<file path="config.mk">
export PLATFORM = sky130hd
export DESIGN_NAME = mips_multicycle_control
export DESIGN_NICKNAME = d
export VERILOG_FILES = /design/src/rtl/mips_multicycle_control.sv
export SDC_FILE = /design/constraint.sdc
export NUM_CORES = 1
export LEC_CHECK = 0
export BUFFER_PORTS_ARGS = -buffer_cell sky130_fd_sc_hd__buf_4
export CORE_MARGIN = 4
export CORE_UTILIZATION = 25
export CTS_CLUSTER_DIAMETER = 150
export DETAILED_ROUTE_END_ITERATION = 12
export PLACE_DENSITY_LB_ADDON = 0.1
export REMOVE_ABC_BUFFERS = 1
export SLEW_MARGIN = 20
export SYNTH_ARGS = -nofsm -noshare
export SYNTH_HDL_FRONTEND = slang
export SYNTH_SLANG_ARGS = --single-unit
</file>
<file path="constraint.sdc">
create_clock -name clk_i -period 5.4 [get_ports clk_i]
set_input_delay 0 -clock clk_i [delete_from_list [all_inputs] [get_ports clk_i]]
set_output_delay 0 -clock clk_i [all_outputs]
set_load 0.01 [all_outputs]
</file>
<file path="src/rtl/mips_multicycle_control.sv">
// Multi-cycle MIPS control sequencer.
// A Moore FSM steps each instruction through fetch, decode, execute, memory and
// write-back. It drives the datapath muxes, enables and ALU control, and stalls
// on the memory-ready handshake.
module mips_multicycle_control #(
   parameter logic [5:0] R_FORMAT = 6'd0,
   parameter logic [5:0] LW       = 6'd35,
   parameter logic [5:0] SW       = 6'd43,
   parameter logic [5:0] BEQ      = 6'd4,
   parameter logic [5:0] BNE      = 6'd5,
   parameter logic [5:0] J        = 6'd2,
   parameter logic [5:0] ORI      = 6'd13
) (
   input  logic       clk_i,
   input  logic       rst_i,
   input  logic [5:0] opcode_i,
   input  logic       mem_ready_i,
   output logic       pc_write_o,
   output logic       pc_write_cond_o,
   output logic       branch_ne_o,
   output logic       i_or_d_o,
   output logic       mem_read_o,
   output logic       mem_write_o,
   output logic       ir_write_o,
   output logic       mem_to_reg_o,
   output logic       reg_dst_o,
   output logic       reg_write_o,
   output logic       alu_src_a_o,
   output logic [1:0] alu_src_b_o,
   output logic [1:0] alu_op_o,
   output logic [1:0] pc_source_o,
   output logic       extend_sel_o,
   output logic       instr_done_o,
   output logic       illegal_o,
   output logic [3:0] state_o
);

   typedef enum logic [3:0] {
      StFetch   = 4'd0,
      StDecode  = 4'd1,
      StMemAdr  = 4'd2,
      StMemRd   = 4'd3,
      StMemWb   = 4'd4,
      StMemWr   = 4'd5,
      StExec    = 4'd6,
      StAluWb   = 4'd7,
      StBranch  = 4'd8,
      StJump    = 4'd9,
      StOriExec = 4'd10,
      StOriWb   = 4'd11
   } state_e;

   // Purely state-decoded control bits; registered alongside the state.
   typedef struct packed {
      logic       pc_write;
      logic       pc_write_cond;
      logic       i_or_d;
      logic       mem_read;
      logic       mem_write;
      logic       mem_to_reg;
      logic       reg_dst;
      logic       reg_write;
      logic       alu_src_a;
      logic [1:0] alu_src_b;
      logic [1:0] alu_op;
      logic [1:0] pc_source;
      logic       extend_sel;
      logic       instr_done;
   } ctrl_t;

   state_e state_q, state_d;
   ctrl_t  ctrl_q,  ctrl_d;
   logic   op_legal;

   // Moore control word for a given state. Unused codes yield all zeros.
   function automatic ctrl_t decode_ctrl(state_e s);
      ctrl_t c;
      c            = '0;
      c.extend_sel = 1'b1;
      case (s)
         StFetch: begin
            c.mem_read  = 1'b1;
            c.alu_src_b = 2'b01;
         end
         StDecode: begin
            c.alu_src_b = 2'b11;
         end
         StMemAdr: begin
            c.alu_src_a = 1'b1;
            c.alu_src_b = 2'b10;
         end
         StMemRd: begin
            c.mem_read = 1'b1;
            c.i_or_d   = 1'b1;
         end
         StMemWb: begin
            c.reg_write  = 1'b1;
            c.instr_done = 1'b1;
         end
         StMemWr: begin
            c.mem_write = 1'b1;
            c.i_or_d    = 1'b1;
         end
         StExec: begin
            c.alu_src_a = 1'b1;
            c.alu_op    = 2'b10;
         end
         StAluWb: begin
            c.reg_write  = 1'b1;
            c.reg_dst    = 1'b1;
            c.mem_to_reg = 1'b1;
            c.instr_done = 1'b1;
         end
         StBranch: begin
            c.alu_src_a     = 1'b1;
            c.alu_op        = 2'b01;
            c.pc_source     = 2'b01;
            c.pc_write_cond = 1'b1;
            c.instr_done    = 1'b1;
         end
         StJump: begin
            c.pc_write   = 1'b1;
            c.pc_source  = 2'b10;
            c.instr_done = 1'b1;
         end
         StOriExec: begin
            c.alu_src_a  = 1'b1;
            c.alu_src_b  = 2'b10;
            c.alu_op     = 2'b11;
            c.extend_sel = 1'b0;
         end
         StOriWb: begin
            c.reg_write  = 1'b1;
            c.mem_to_reg = 1'b1;
            c.alu_op     = 2'b11;
            c.extend_sel = 1'b0;
            c.instr_done = 1'b1;
         end
         default: begin
            c = '0;
         end
      endcase
      return c;
   endfunction

   // Opcode recognition; only meaningful while in DECODE.
   always_comb begin
      op_legal = (opcode_i == R_FORMAT) || (opcode_i == LW)  || (opcode_i == SW) ||
                 (opcode_i == BEQ)      || (opcode_i == BNE) || (opcode_i == J)  ||
                 (opcode_i == ORI);
   end

   // Next-state logic and the control word that goes with the next state.
   always_comb begin
      state_d = StFetch;
      case (state_q)
         StFetch: begin
            state_d = mem_ready_i ? StDecode : StFetch;
         end
         StDecode: begin
            if ((opcode_i == LW) || (opcode_i == SW)) begin
               state_d = StMemAdr;
            end else if (opcode_i == R_FORMAT) begin
               state_d = StExec;
            end else if ((opcode_i == BEQ) || (opcode_i == BNE)) begin
               state_d = StBranch;
            end else if (opcode_i == J) begin
               state_d = StJump;
            end else if (opcode_i == ORI) begin
               state_d = StOriExec;
            end else begin
               state_d = StFetch;
            end
         end
         StMemAdr: begin
            if (opcode_i == LW) begin
               state_d = StMemRd;
            end else if (opcode_i == SW) begin
               state_d = StMemWr;
            end else begin
               state_d = StFetch;
            end
         end
         StMemRd: begin
            state_d = mem_ready_i ? StMemWb : StMemRd;
         end
         StMemWr: begin
            state_d = mem_ready_i ? StFetch : StMemWr;
         end
         StExec: begin
            state_d = StAluWb;
         end
         StOriExec: begin
            state_d = StOriWb;
         end
         default: begin
            state_d = StFetch;
         end
      endcase
      ctrl_d = decode_ctrl(state_d);
   end

   // State register with registered Moore control word; synchronous reset.
   always_ff @(posedge clk_i) begin
      if (rst_i) begin
         state_q <= StFetch;
         ctrl_q  <= decode_ctrl(StFetch);
      end else begin
         state_q <= state_d;
         ctrl_q  <= ctrl_d;
      end
   end

   // Output stage: add handshake/opcode-qualified terms, force zero during reset.
   always_comb begin
      pc_write_o      = 1'b0;
      pc_write_cond_o = 1'b0;
      branch_ne_o     = 1'b0;
      i_or_d_o        = 1'b0;
      mem_read_o      = 1'b0;
      mem_write_o     = 1'b0;
      ir_write_o      = 1'b0;
      mem_to_reg_o    = 1'b0;
      reg_dst_o       = 1'b0;
      reg_write_o     = 1'b0;
      alu_src_a_o     = 1'b0;
      alu_src_b_o     = 2'b00;
      alu_op_o        = 2'b00;
      pc_source_o     = 2'b00;
      extend_sel_o    = 1'b0;
      instr_done_o    = 1'b0;
      illegal_o       = 1'b0;
      state_o         = 4'd0;
      if (!rst_i) begin
         pc_write_o      = ctrl_q.pc_write | ((state_q == StFetch) & mem_ready_i);
         ir_write_o      = (state_q == StFetch) & mem_ready_i;
         pc_write_cond_o = ctrl_q.pc_write_cond;
         branch_ne_o     = (state_q == StBranch) & (opcode_i == BNE);
         i_or_d_o        = ctrl_q.i_or_d;
         mem_read_o      = ctrl_q.mem_read;
         mem_write_o     = ctrl_q.mem_write;
         mem_to_reg_o    = ctrl_q.mem_to_reg;
         reg_dst_o       = ctrl_q.reg_dst;
         reg_write_o     = ctrl_q.reg_write;
         alu_src_a_o     = ctrl_q.alu_src_a;
         alu_src_b_o     = ctrl_q.alu_src_b;
         alu_op_o        = ctrl_q.alu_op;
         pc_source_o     = ctrl_q.pc_source;
         extend_sel_o    = ctrl_q.extend_sel;
         illegal_o       = (state_q == StDecode) & ~op_legal;
         instr_done_o    = ctrl_q.instr_done |
                           ((state_q == StMemWr) & mem_ready_i) |
                           ((state_q == StDecode) & ~op_legal);
         state_o         = state_q;
      end
   end

endmodule

</file>
# Word level (Yosys, flattened, before mapping)
# Cells that the tools add are included.
[word_totals]
input_bits = 9
output_inout_bits = 24
register_bits = 21
elab_cells = 110
[classes]
reduce_logical = 20
n_bitwise = 8
muxes = 43
eq_ne = 24
[op_table]
columns = ["cell", "n"]
rows = [
  ["4-bit one-hot mux with 7 select lines", 1],
  ["1-bit 2-to-1 mux", 26],
  ["4-bit by 3-bit == test with 1-bit output, second input constant", 6],
  ["4-bit == test, second input constant", 6],
  ["4-bit 2-to-1 mux", 6],
  ["4-bit by 2-bit == test with 1-bit output, second input constant", 4],
  ["6-bit by 3-bit == test with 1-bit output, second input constant", 2],
  ["6-bit == test, second input constant", 2],
  ["3-bit 2-to-1 mux", 4],
  ["2-bit one-hot mux with 3 select lines", 2],
  ["10-bit OR reduction", 1],
  ["2-bit OR reduction", 5],
  ["4-bit by 1-bit == test with 1-bit output, second input constant", 2],
  ["4-bit zero test", 2],
  ["1-bit logical OR", 8],
  ["6-bit by 2-bit == test with 1-bit output, second input constant", 1],
  ["6-bit by 4-bit == test with 1-bit output, second input constant", 1],
  ["6-bit zero test", 1],
  ["2-bit 2-to-1 mux", 3],
  ["5-bit OR reduction", 1],
  ["1-bit AND", 4],
  ["2-bit one-hot mux with 2 select lines", 1],
  ["4-bit OR reduction", 1],
  ["1-bit OR", 3],
  ["other kinds (2)", 2],
]

# Longest topological paths before layout
# Gate-level depths: netlist of run 1.
[logic_depth]
word_depth = 11
depth_mapped = 8
depth_no_buf = 6

# Worst setup path after synthesis of run 1
# No wires, ideal clock.
[synth_path]
path_type = "reg-to-reg"
startpoint = "register state_q[2]"
endpoint = "register ctrl_q[13] (netlist name)"
path_stages_with_launch = 7
n_path_buf = 2
t_required_ns = 5.284
setup_ns = 0.116
setup_slack_ns = 3.702
synth_period_minus_slack_ns = 1.698
arrival_ns = 1.582
cell_sequence = "dfxtp_1 -> buf_6 -> buf_2 -> o311ai_0 -> o31a_2 -> nand3_1 -> a41o_1"
[synth_between]
elab_chain_cells = 5
word_cells_on_any_way = 12
cone_classes = "eq/ne (7); mux (2); reduce/logical (3)"
[synth_rtl]
columns = ["item", "line_no", "rtl"]
rows = [
  ["from (decl)", "71", "state_e state_q, state_d;"],
  ["from (signal assigned)", "206", "state_q <= StFetch;"],
  ["from (signal assigned)", "209", "state_q <= state_d;"],
  ["4-bit == test, or another cell as far along", "156", "case (state_q)"],
  ["4-bit one-hot mux with 7 select lines *", "156", ""],
  ["4-bit by 2-bit == test with 1-bit output or 4-bit zero test (tied branches)", "80", "case (s)"],
  ["2-bit OR reduction (no source line) *", "-", ""],
  ["1-bit 2-to-1 mux *", "80", ""],
  ["to (signal assigned)", "207", "ctrl_q <= decode_ctrl(StFetch);"],
  ["to (signal assigned)", "210", "ctrl_q <= ctrl_d;"],
  ["to (decl)", "72", "ctrl_t ctrl_q, ctrl_d;"],
]
# Mark *: on every way between the ends. The rest lies on a longest branch, timed or not.
# A chain may end at the register's enable or synchronous reset.

# Worst setup path in the final report of run 1
[layout_path]
startpoint = "register state_q[0]"
endpoint = "register ctrl_q[0] (netlist name)"
[layout_between]
elab_chain_cells = 5
word_cells_on_any_way = 15
cone_classes = "eq/ne (11); mux (2); reduce/logical (2)"
[layout_rtl]
columns = ["item", "line_no"]
rows = [
  ["4-bit == test, or another cell as far along", "156"],
  ["4-bit one-hot mux with 7 select lines *", "156"],
  ["4-bit == test or 4-bit by 3-bit == test with 1-bit output (tied branches)", "80"],
  ["5-bit OR reduction (no source line) *", "-"],
  ["1-bit 2-to-1 mux *", "80"],
]
# Marked as above.

==> results.json, run 1 <==
{
  "dr.pass1.iters": 4,
  "min_path_type": "primary input to flip-flop",
  "cts.sinks": 20,
  "fin_ws_ns": 3.30,
  "max_slew_margin": 0.614,
  "tightest_slew_ns": 0.579,
  "dp_cells": 237,
  "synth_flop_cell": "dfxtp_1",
  "clock_latency_ns": 0.25,
  "htree_num_levels": 1,
  "postCtsSetupBuffers": 0,
  "routedWlPerCell_microns": 13.8,
  "ys_ff_latch": 20,
  "cts_repair_resize_count": 0,
  "synthArstFlopShare": 0,
  "cp_slowest_stage_delay_ns": 0.65,
  "crit_family": "simple AND/OR/NAND/NOR gates",
  "cpMaxStageDelayCell": "dfxtp_1",
  "cp.required_ns": 5.53,
  "grt_pass1_wl_microns": 5350,
  "antenna_left": 0,
  "path_max_fanout": 18,
  "synth_edf_count": 0,
  "switching_share": 0.242,
  "rsz0062_at_grt": "false",
  "grt_pass1_vias": 1085,
  "netlist_area_sq_um": 1250,
  "dp_slack_ns": 3.33,
  "cts_buffers": 3,
  "crit_type": "flip-flop to flip-flop",
  "fin_crit_ns": 2.10,
  "fin_crit_sh": 0.389,
  "num_rows": 25,
  "pwr-share-clk": 0.366,
  "critical_path_buf_inv_count": 0,
  "cts_tree": "yes",
  "drive_above_1_share": 0.287,
  "p_sw_uw": 74.6,
  "setup_tns_ns": 0,
  "end_kind": "flip-flop",
  "hold_violations": 0,
  "cts_buffer_depth": 2,
  "cts_root_buf": "clkbuf_8",
  "p_leak_nw": 0.635,
  "start_util": 0.262,
  "power_frac_seq": 0.494,
  "n_fill_cell": 516,
  "whs_ns": 0.131,
  "outcome": "completed",
  "power_frac_comb": 0.140,
  "initialDrtViolationCount": 103,
  "vias": 1122,
  "antenna_found_initial": 0,
  "nets": 184,
  "grt_usage": 0.108,
  "clk_pin_slew_worst_paths_ns": 0.07,
  "fmax_ghz": 0.476,
  "grt_overflow": 0,
  "max-cap-violations": 0,
  "hpwl_microns": 2500,
  "diodes": 0,
  "ys_warn_count": 0,
  "synthCells": 148,
  "postCtsHoldBufs": 0,
  "setup_viol": 0,
  "yosysSeqAreaShare": 0.320,
  "grt_max_degree": 36,
  "synth.distinct_cells": 53,
  "finClkSkew_ns": 0.000584,
  "drc_errors": 0,
  "gp_congestion": 0.746,
  "avgSynthCellArea_sq_um": 8.46,
  "worstSetupStartpointType": "flip-flop",
  "crit_chain": "nand2b_1, or3_1, a211oi_2, or3_4, o22ai_1",
  "p_int_uw": 233,
  "via_per_inst": 4.66,
  "stdcell_count": 241,
  "dieArea_sq_um": 6210,
  "timing_max_transition_violations_final": 0,
  "crit_arrival_ns": 2.23,
  "core-area_sq_um": 4790,
  "ir_drop_v": 0.000132,
  "die_y_microns": 78.8,
  "io_buffers": 32,
  "area_growth_pct": 25.3,
  "routed_wl_microns": 3320,
  "design.portCount": 33,
  "powerDensity_nw_per_um2": 196,
  "dieWidth_microns": 78.8
}
==> Yosys cell counts (all sizes together), types with 3 or more instances <==
library cell,count,share of area
nor3,6,0.028
nor3b,3,0.022
nand2b,3,0.015
clkbuf,4,0.013
nand2,8,0.024
o21ai,5,0.020
a211oi,3,0.022
or3,4,0.028
inv,6,0.018
nand3,3,0.012
nor2,14,0.042
nor2b,20,0.10
nand4b,3,0.021
dfxtp,20,0.32
a21oi,8,0.038
buf,6,0.037
==> routing by layer <==
| layer | wire length, microns | GRT usage |
|---|---|---|
| met5 | 0 | 0 |
| met4 | 25 | 0.0157 |
| met3 | 148 | 0.0317 |
| met2 | 1470 | 0.179 |
| met1 | 1670 | 0.141 |
==> stage by stage <==
| stage | total power [mW] | area [sq um] | util |
|---|---|---|---|
| after CTS | 0.313 | 1570 | 0.328 |
| final | 0.308 | 1570 | 0.328 |
| after floorplan | 0.176 | 1190 | - |
| after global placement | 0.199 | 1510 | 0.316 |
| after global routing | 0.324 | 1570 | 0.328 |
| after detailed placement | 0.199 | 1510 | 0.316 |
==> state kept, by name, summed over array words and instances, names as in the netlist <==
| register | flops |
|---|---|
| ctrl_q | 16 |
| state_q | 4 |
==> final timing paths <==
path,from,slack (ns),cells past startpoint,end
min reg2reg,state_q[2],0.92,3,state_q[1]
max,state_q[0],3.30,5,ctrl_q[0]
min,rst_i,0.13,2,state_q[0]
max reg2reg,state_q[0],3.30,5,ctrl_q[0]
==> cell usage in the layout, fill, tap and decap left out, drive strengths merged, types with 3 or more instances in the layout <==
master	n
a211oi	3
a21oi	8
buf	32
clkbuf	4
dfxtp	20
inv	6
nand2	8
nand2b	3
nand3	3
nand4b	3
nor2	14
nor2b	20
nor3	6
nor3b	3
o21ai	5
or3	4
==> power by group through the flow <==
stage | clock, mW | combinational [mW] | sequential (mW)
3_5_place_dp | 0 | 0.0433 | 0.155
5_1_grt | 0.124 | 0.0475 | 0.153
2_1_floorplan | 0 | 0.0217 | 0.155
6_report | 0.113 | 0.0430 | 0.152
4_1_cts | 0.117 | 0.0436 | 0.152
3_3_place_gp | 0 | 0.0435 | 0.155
==> layout make-up <==
class / instances / area (sq um) / share of cell area
Clock buffer: 4 / 55.1 / 0.0351
Inverter: 6 / 22.5 / 0.0144
Multi-Input combinational cell: 112 / 767 / 0.489
Sequential cell: 20 / 400 / 0.255
Tap cell: 67 / 83.8 / 0.0534
Timing Repair Buffer: 32 / 240 / 0.153
==> logic make-up after synthesis <==
kind of cell | Yosys count | synth area share
AOI/OAI and AO/OA | 35 | 0.225
buffers and inverters | 16 | 0.0679
DFF | 20 | 0.320
muxes | 1 | 0.00799
and+or+nand+nor | 76 | 0.380
Power figures use the tool's default switching activity.
==> run 2: changes to the inputs <==
==> constraint.sdc (replaced) <==
create_clock -name clk_i -period 1.9 [get_ports clk_i]
set_input_delay 0 -clock clk_i [delete_from_list [all_inputs] [get_ports clk_i]]
set_output_delay 0 -clock clk_i [all_outputs]
set_load 0.01 [all_outputs]
==> run 2 against run 1 <==
- count of clock-buffer cells in the layout down 1
- worst hold slack better by 0.0016 ns
- core utilization up 4.3 points
- total power rose to 3.3 times the previous value
- worst setup slack worse by 3.2 ns
- die area unchanged
- critical path depth up 2
- sequential power rose to 2.8 times the previous value
- critical endpoint is now ctrl_q[11]
==> results.json, run 2 (synthesis gave the netlist of run 1 again) <==
{
  "core-area_sq_um": 4790,
  "max_slew_margin": 0.747,
  "hpwl_microns": 2670,
  "grt_use_met1": 0.159,
  "clock_latency_ns": 0.26,
  "critical_path_buf_inv_count": 2,
  "grt_overflow": 0,
  "initialDrtViolationCount": 58,
  "design.portCount": 33,
  "diodes": 0,
  "crit_family": "simple AND/OR/NAND/NOR gates",
  "rsz0062_at_grt": "true",
  "dieWidth_microns": 78.8,
  "grt_util_met2": 0.196,
  "fmax_ghz": 0.551,
  "grt_pass1_vias": 1221,
  "area_growth_pct": 41.6,
  "stdcell_count": 260,
  "grtUsageMet3": 0.0227,
  "antenna_found_initial": 0,
  "end_kind": "flip-flop",
  "cts_tree": "yes",
  "die_y_microns": 78.8,
  "reg.largest.list": "ctrl_q x16, state_q x4",
  "htree_num_levels": 1,
  "nets": 203,
  "via_per_inst": 4.67,
  "worstSetupStartpointType": "flip-flop",
  "grt_usage": 0.118,
  "fin_crit_sh": 0.956,
  "switching_share": 0.232,
  "start_util": 0.262,
  "path_max_fanout": 15,
  "most-common-layout-cells": "buf_4, nor2b_1, dfxtp_1, nor2_1, nand2_1",
  "cts_root_buf": "clkbuf_8",
  "cts.sinks": 20,
  "antenna_left": 0,
  "grt_max_degree": 36,
  "hold_violations": 0,
  "mostFrequentLayoutCell": "buf_4",
  "p_int_uw": 773,
  "outcome": "completed",
  "utilization": 0.370,
  "cts_buffers": 3,
  "pwr-share-clk": 0.431,
  "cpMostUsedCell": "buf_4",
  "timing_max_transition_violations_final": 0,
  "io_buffers": 32,
  "cp.required_ns": 2.10,
  "crit_arrival_ns": 2.01,
  "crit_chain": "buf_4, nor3b_2, nor3_1, buf_4, o311a_4, or3_4, a21oi_2",
  "max-cap-violations": 0,
  "tightest_slew_ns": 0.377,
  "p_leak_nw": 0.749,
  "min_path_type": "primary input to flip-flop",
  "cpMaxStageDelayCell": "dfxtp_4",
  "cts_buffer_depth": 2,
  "powerDensity_nw_per_um2": 568,
  "routedWlPerCell_microns": 13.7,
  "p_sw_uw": 234,
  "dp_cells": 256,
  "vias": 1214,
  "power_frac_seq": 0.426,
  "routed_wl_microns": 3560,
  "num_rows": 25,
  "clk_pin_slew_worst_paths_ns": 0.08,
  "top_register": "ctrl_q",
  "grt-busiest-layer": "met2",
  "dieArea_sq_um": 6210,
  "dr.pass1.iters": 4,
  "largest_reg_flops": 16,
  "finClkSkew_ns": 0.00691,
  "gp_congestion": 0.759,
  "crit_type": "flip-flop to flip-flop",
  "drc_errors": 0,
  "fin_crit_ns": 1.82,
  "setup_viol": 0,
  "ir_drop_v": 0.000371,
  "drive_above_1_share": 0.394,
  "grt_pass1_wl_microns": 5880,
  "cp_slowest_stage_delay_ns": 0.42,
  "power_frac_comb": 0.143,
  "postCtsSetupBuffers": 0
}
run 2: metal layers:
| layer | up-vias | routed length (microns) |
|---|---|---|
| li1 | 623 | - |
| met2 | 23 | 1660 |
| met5 | - | 0 |
| met3 | 2 | 143 |
| met1 | 566 | 1740 |
| met4 | 0 | 19 |
run 2: what timing repair did:
action / in CTS / in global routing
hold buffers: 0 / 0
endpoints found under the setup margin: 14 / 14
pin swaps: 0 / 1
resized for setup: 3 / 10
run 2: worst reg2reg max path, stage by stage, from the launching register on:
cell and delay (ns):
dfxtp_4 0.42, buf_4 0.15, nor3b_2 0.14, nor3_1 0.09, buf_4 0.14, o311a_4 0.33
or3_4 0.35, a21oi_2 0.13
run 2: through the flow:
step	hold slack (ns)	TNS, ns	setup slack, ns	cell area (sq um)	power (mW)
floorplan	0.0429	0	0.0811	1190	0.501
global placement	0.400	-0.134	-0.0459	1660	0.582
detailed placement	0.403	-0.239	-0.0646	1660	0.583
CTS	0.129	0	0.0522	1730	1.02
global route	0.153	-0.00127	-0.00127	1770	1.05
finish	0.133	0	0.0843	1770	1.01
run 2: final timing paths:
check	startpoint	end	slack, ns	cells after the start
worst max-delay path	state_q[2]	ctrl_q[11]	0.08	7
worst min-delay path	rst_i	state_q[0]	0.13	2
worst max register to register	state_q[2]	ctrl_q[11]	0.08	7
worst min register to register	state_q[1]	ctrl_q[5]	0.74	3
run 2: area by class of cell:
cell class | count | area [sq um]
clock buffer | 3 | 41.3
sequential | 20 | 413
timing repair buffer | 51 | 383
inverter | 6 | 22.5
fill | 477 | 3010
multi-input combinational | 112 | 800
tap | 67 | 83.8
clock inverter | 1 | 30.0
run 2: power by group through the flow:
stage               clock, mW  sequential, mW  combinational, mW
CTS                     0.449           0.432              0.142
floorplan                   0           0.439             0.0618
global placement            0           0.441              0.141
global route            0.460           0.431              0.158
detailed placement          0           0.441              0.142
finish                  0.434           0.429              0.144
